<file path="config.mk">
export PLATFORM = sky130hd
export DESIGN_NAME = pcm_output_fifo
export DESIGN_NICKNAME = d
export VERILOG_FILES = /design/src/rtl/pcm_output_fifo.sv
export SDC_FILE = /design/constraint.sdc
export NUM_CORES = 1
export LEC_CHECK = 0
export ABC_AREA = 1
export CAP_MARGIN = 20
export CORE_UTILIZATION = 60
export DETAILED_ROUTE_END_ITERATION = 8
export PLACE_DENSITY = 0.8
export SYNTH_ARGS = -nofsm -noshare
export SYNTH_HDL_FRONTEND = slang
export SYNTH_SLANG_ARGS = --single-unit
</file>
<file path="constraint.sdc">
create_clock -name clk -period 3.1 [get_ports clk]
set_clock_uncertainty 0.05 [all_clocks]
set_input_delay 0.775 -clock clk [delete_from_list [all_inputs] [get_ports clk]]
set_output_delay 0.775 -clock clk [all_outputs]
set_load 0.01 [all_outputs]
</file>
<file path="src/rtl/pcm_output_fifo.sv">
// pcm_output_fifo: round/saturate FIR samples to signed PCM and buffer them in a FWFT FIFO.
// Optional PCM_FIFO_DROP_COUNT_EN adds a saturating dropped-sample counter on drop_count.
module pcm_output_fifo #(
  parameter int IN_WIDTH  = 40,
  parameter int FRAC      = 8,
  parameter int OUT_WIDTH = 24,
  parameter int DEPTH     = 16
) (
  input  logic                         clk,
  input  logic                         reset,
  input  logic [IN_WIDTH-1:0]          din,
  input  logic                         din_valid,
  output logic [OUT_WIDTH-1:0]         dout,
  output logic                         dout_valid,
  input  logic                         dout_ready,
  output logic [$clog2(DEPTH):0]       level,
  output logic                         full,
  output logic                         overflow,
  output logic                         sat_flag,
  input  logic                         clr_flags,
  output logic [15:0]                  drop_count
);
  localparam int AW = $clog2(DEPTH);
  localparam logic signed [IN_WIDTH:0] RND  = (IN_WIDTH+1)'(2**FRAC/2);
  localparam logic signed [IN_WIDTH:0] MAXV = {{(IN_WIDTH+2-OUT_WIDTH){1'b0}}, {(OUT_WIDTH-1){1'b1}}};
  localparam logic signed [IN_WIDTH:0] MINV = ~MAXV;
  logic signed [IN_WIDTH:0] sum, rnd;
  logic hi, lo;
  logic [OUT_WIDTH-1:0] sat, s_data;
  logic s_valid, rd, wr, drop;
  logic [AW-1:0] wr_ptr, rd_ptr;
  logic [OUT_WIDTH-1:0] mem [DEPTH];
  assign sum = $signed({din[IN_WIDTH-1], din}) + RND;
  assign rnd = sum >>> FRAC;
  assign hi  = rnd > MAXV;
  assign lo  = rnd < MINV;
  assign sat = hi ? MAXV[OUT_WIDTH-1:0] : lo ? MINV[OUT_WIDTH-1:0] : rnd[OUT_WIDTH-1:0];
  assign dout_valid = level != '0;
  assign full       = level == (AW+1)'(DEPTH);
  assign dout       = dout_valid ? mem[rd_ptr] : '0;
  assign rd   = dout_valid & dout_ready;
  assign wr   = s_valid & (~full | rd);
  assign drop = s_valid & full & ~rd;
  always_ff @(posedge clk or negedge reset) begin
    if (!reset) begin
      s_valid  <= 1'b0;
      s_data   <= '0;
      sat_flag <= 1'b0;
    end else begin
      s_valid  <= din_valid;
      if (din_valid) s_data <= sat;
      sat_flag <= (din_valid & (hi | lo)) | (sat_flag & ~clr_flags);
    end
  end
  always_ff @(posedge clk or negedge reset) begin
    if (!reset) begin
      wr_ptr   <= '0;
      rd_ptr   <= '0;
      level    <= '0;
      overflow <= 1'b0;
    end else begin
      if (wr) wr_ptr <= wr_ptr + AW'(1);
      if (rd) rd_ptr <= rd_ptr + AW'(1);
      level    <= level + {{AW{1'b0}}, wr} - {{AW{1'b0}}, rd};
      overflow <= drop | (overflow & ~clr_flags);
    end
  end
  // Storage is left unreset so it can map onto plain RAM; level gates visibility.
  always_ff @(posedge clk)
    if (wr) mem[wr_ptr] <= s_data;
`ifdef PCM_FIFO_DROP_COUNT_EN
  logic [15:0] dcnt;
  always_ff @(posedge clk or negedge reset) begin
    if (!reset) dcnt <= '0;
    else if (drop) dcnt <= dcnt + {15'd0, dcnt != 16'hFFFF};
    else if (clr_flags) dcnt <= '0;
  end
  assign drop_count = dcnt;
`else
  assign drop_count = 16'h0000;
`endif
endmodule

</file>
* Word-level counts from Yosys, hierarchy flattened
Memories as Yosys holds them, arrays and structs flattened. Cells that the tools add are included.
Cells by class: add/subtract/negate cells 5, magnitude comparators 2, equality and inequality tests 1, mux-type cells 5, bitwise gates (word level) 14, reduce and logical (&&, ||, !) cells 1
Operators by type and width (number):
- $mux W24 | 3
- $add A40 B9 Y41 const B | 1
- $gt A33 B24 Y1 const B | 1
- $lt A33 B24 Y1 const B | 1
- $add A4 B1 Y4 const B | 2
- $and A1 B1 Y1 | 7
- $add A5 B1 Y5 | 1
- $eq A5 B5 Y1 const B | 1
- $reduce_bool A5 Y1 | 1
- $sub A5 B1 Y5 | 1
- $or A1 B1 Y1 | 4
- $not A1 Y1 | 3
- $mux W1 | 2
Word-level totals: register bits 40, bits in writable memories 384, input port bits 45, output and inout port bits 49, word-level logic and storage cells 36, memories 1
Memory list:
- mem | words 16, width 24, read ports 1, clocked after Yosys merged registers in 0, write ports 1, line 32 | logic [OUT_WIDTH-1:0] mem [DEPTH];

* Logic depth before layout (Yosys ltp)
depth in word-level cells 6, mapped depth 17, mapped depth without buffers 16

* Worst setup path after synthesis
No wires, ideal clock.
kind flip-flop to flip-flop, from reg level[2], to mem mem[11][0] (enable), setup time 0.405 ns, data arrival time 2.507 ns, data required time 2.645 ns, setup slack 0.138 ns, cell stages (with the launch flop) 12, buffers on the path 0, period minus slack after synthesis 2.962 ns, path through dfrtp_1 inv_1 ha_1 nand2_1 nor2_1 inv_1 nand2_1 nand2_1 nand2_1 inv_1 nand2_1 nor2_1
On the way: word-level cells in the longest chain between the ends 6, elaborated cells on any way between the ends 8, those cells by class 1 x eq/ne; 2 x mux; 4 x bitwise; 1 x reduce/logical
RTL lines:
- start, declared | line 16 | output logic [$clog2(DEPTH):0] level,
- start signal, assigned | line 64 | level <= level + {{AW{1'b0}}, wr} - {{AW{1'b0}}, rd};
- $reduce_bool A5 Y1 | line 38 | assign dout_valid = level != '0;
- named net dout_valid | line 14 | output logic dout_valid,
- $and A1 B1 Y1 | line 41 | assign rd = dout_valid & dout_ready;
- $or A1 B1 Y1 | line 42 | assign wr = s_valid & (~full | rd);
- $and A1 B1 Y1 | line 42
- $mux W1 | line 70 | if (wr) mem[wr_ptr] <= s_data;
- $mux W1 (implied by the code) | line 70
- end, declared | line 32
The timed path passes the listed nets, and every way through them passes these cells.

* Worst setup path after layout
from reg rd_ptr[0], to out dout[7]
On the way: word-level cells in the longest chain between the ends 2
RTL lines:
- start, declared | line 31 | logic [AW-1:0] wr_ptr, rd_ptr;
- start signal, assigned | line 63 | if (rd) rd_ptr <= rd_ptr + AW'(1);
- $mem_v2 Z16 W24
- $mux W24 | line 40 | assign dout = dout_valid ? mem[rd_ptr] : '0;
- end, declared | line 13 | output logic [OUT_WIDTH-1:0] dout,
No other way between the ends.

==> out/metrics.cfg <==
[grt]
maximum_number_of_pins_on_one_net_before_global_route_repair=59
antenna_found_initial=1
groute.usage.overall_pct=32.4
vias_in_the_first_global_route=13100
total_grt_overflow=0
grt_pass1_wl_mm=73.8

[clock_tree]
cts_buffers=41
ctsLongestPathBuffers=3
clk_pin_slew_worst_paths_ns=0.06
cts_tree=yes
htree_levels=2
clock_insertion_delay_worst_skew_ns=0.53
clk_root_buffer_cell=clkbuf_16
clock_sink_count=424

[detailed_routing]
drtIter0Drc=2145
avgViaCountPerCell=6.52
wire_length_per_cell_um=25.5
drc=0
detail_route.wirelength_mm=53.3
detailedRoute.firstPassIterationCount=6
ant_nets=0
num_vias=13600

[die]
floorplan.die.width_um=175
floorplan.initialDensity_pct=61.6
core_area_sq_um=29100
rows=62
die_y_um=175
die-area_sq_um=30600
io-pin-count=94

[worst_setup_path]
category_of_the_worst_setup_path_launch_point=flop
timing.setup.critical_path_class=reg -> out
critical_path_data_required_time_ns=2.27
critPathSlowestCell=dfrtp_4
launch_point_of_the_critical_path=rd_ptr[0]
critical_path.most_common_cell=buf_12
critical_path_capture_point=dout[7]
cp_cell_sequence=clkinv_8 -> buf_12 -> buf_12 -> buf_6 -> o21ai_1 -> o221ai_1 -> nand3_1 -> a21oi_2 -> buf_2
worst_ep_arrival_time_ns=2.52
reg2reg_from=level[2]
crit_path_max_fanout=8
r2r_end=level[4]
critPathCaptureType=output port
rr_worst_depth=16
cpPeakStageDelay_ns=0.56
r2r_slack_ns=0.31

[synthesis]
avgSynthCellArea_sq_um=11.7
edff_count_synth=384
synth.ff_latch_count=424
post_synth_and_or_nand_nor_area_fraction_pct=13.1
synthesis.yosys.warnings=0
synth_top_family_by_area=simple AND/OR/NAND/NOR gates
synth-compound-area-share_pct=11.1
syn-cell-area_sq_um=17900
yosys-mux-area-fraction_pct=0
synthesized_netlist_cell_count=1528
ys_async_sr_fraction_pct=9.43
synthAdderAreaFrac_pct=0.949
share_of_the_yosys_chip_area_belonging_to_registers_pct=69.9
post_synth_xor_area_fraction_pct=1.56
postSynth.topFlopCell=edfxtp_1
netlist-cell-type-count=29

[min_path]
worst_hold_path_type=in -> async

[status]
violated_checks=setup timing
status=complete, but fails checks

[finish]
nets=1732
antenna_diode_count=0
num-fill-cells=1625
instances_no_fill=2089
final_cell_area_sq_um=22200
final_common_cell=edfxtp_1
post_route_cells_drive_above_1_share_pct=19.3
most_used_cells_in_the_layout_excluding_fill_and_tap_cells=edfxtp_1 (384), nor2_1 (253), nand2_1 (222), o21ai_0 (141), o221ai_1 (57)
syn2layout_area_growth_pct=23.6

[flow_run]
cap_violations=0

[placed_design]
dp_cells=1970
post-dp-hpwl_mm=24.9
place.gp.congestion=0.894
post_dp_cell_area_sq_um=19700
portBuffers=70

[pwr]
vdd.ir_drop.worst_mv=0.647
pwr_density_cell_nw_per_um2=963
leakagePower_nw=7.85

[sta]
final_critical_path_setup_slack_ns=-0.243
rsz0062_at_grt=true
timing.final.setup_violations=21
totalNegativeSetupSlack_ns=-2.40
fin_crit_ns=3.34
achievable-frequency_mhz=299
finalHoldViolCount=0
report.final.slew_viol_count=0
relSlewSlack_pct=50.2
period_share_pct=108
max_slew.worst_pin.slew_ns=0.746

==> per-layer routing <==
layer  share of wire [%]  vias up  wire [um]  global-route usage, %
li1                    -     5767          -                      -
met1                  34     6437      18200                   42.7
met2                  48     1201      25700                   53.8
met3                  13      214       6820                   5.50
met4                 4.8        2       2560                   13.8
met5               0.062        -         33                      0
==> power breakdown <==
part | total (mW) | internal, mW | switching (mW)
logic | 9.19 | 3.79 | 5.41
clock network | 4.76 | 2.60 | 2.16
registers | 7.40 | 6.97 | 0.427
total | 21.4 | 13.4 | 7.99
==> how the worst min path moves through the flow <==
| stage | depth (start not counted) | slack [ns] | end | start |
|---|---|---|---|---|
| final | 1 | 0.26 | rd_ptr[1] | reset |
| after global routing | 1 | 0.31 | rd_ptr[1] | reset |
| after floorplan | 0 | 0.43 | level[0] | reset |
| after CTS | 1 | 0.28 | sat_flag | reset |
| after detailed placement | 2 | 0.43 | sat_flag | sat_flag |
| after global placement | 2 | 0.42 | sat_flag | sat_flag |
==> sequential cells by signal (all words and copies together) (netlist names) <==
name and count:
s_valid 1, overflow 1, mem 384, wr_ptr 4, rd_ptr 4, s_data 24, sat_flag 1, level 5
==> cell families after synthesis <==
| kind of cell | count (synthesis) |
|---|---|
| compound gates | 335 |
| xor+xnor | 32 |
| fa+ha+maj | 13 |
| buf+inv | 143 |
| flops | 424 |
| other cells | 1 |
| simple gates | 580 |
==> worst max-delay path, delay by kind of cell, from the launching register on <==
kind	cells	cell delay, ns
flops	1	0.56
compound gates	3	0.56
buf+inv	5	0.68
simple gates	1	0.17
==> cell usage after synthesis (7+ instances only) <==
cell type  number  area share, %
xnor2_1        11           0.54
inv_1          37           0.77
o21ai_0       211            5.9
nand2_2         9           0.31
nand2_1       222            4.6
edfxtp_1      384             64
dfrtp_1        40            5.6
ha_1           12           0.84
nor2_2         10           0.35
nor2_1        282            5.9
nand3_1        39            1.1
clkbuf_1       79            1.7
buf_4          18           0.75
o22ai_1        28           0.98
a21oi_1        26           0.73
nand3b_1        7           0.29
xor2_1         21            1.0
o221ai_1       68            3.3
==> per-stage QoR <==
stage	util [%]	worst slack, ns	power (mW)	hold WS, ns
floorplan	-	0.138	11.0	0.429
global placement	67.9	0.0229	13.9	0.421
detailed placement	67.9	-0.0180	14.2	0.434
CTS	74.8	-0.0908	20.1	0.282
global route	76.2	-0.275	22.0	0.313
finish	76.2	-0.243	21.4	0.258
==> repair_timing <==
action                     CTS  global route
gates cloned                16             5
buffers inserted            16            15
hold buffers                 0             0
resized for setup          197           113
pin swaps                   64            85
setup endpoints to repair   24            24
==> final cells by class <==
| class | count | area [sq um] | share of cell area, % |
|---|---|---|---|
| inverters | 38 | 158 | 0.711 |
| clock inverters | 25 | 159 | 0.717 |
| multi-input cells | 976 | 5210 | 23.5 |
| repair buffers | 193 | 2530 | 11.4 |
| clock buffers | 49 | 1090 | 4.91 |
| flip-flops and latches | 424 | 12500 | 56.6 |
| well taps | 384 | 480 | 2.17 |
(Power assumes the default switching activity.)
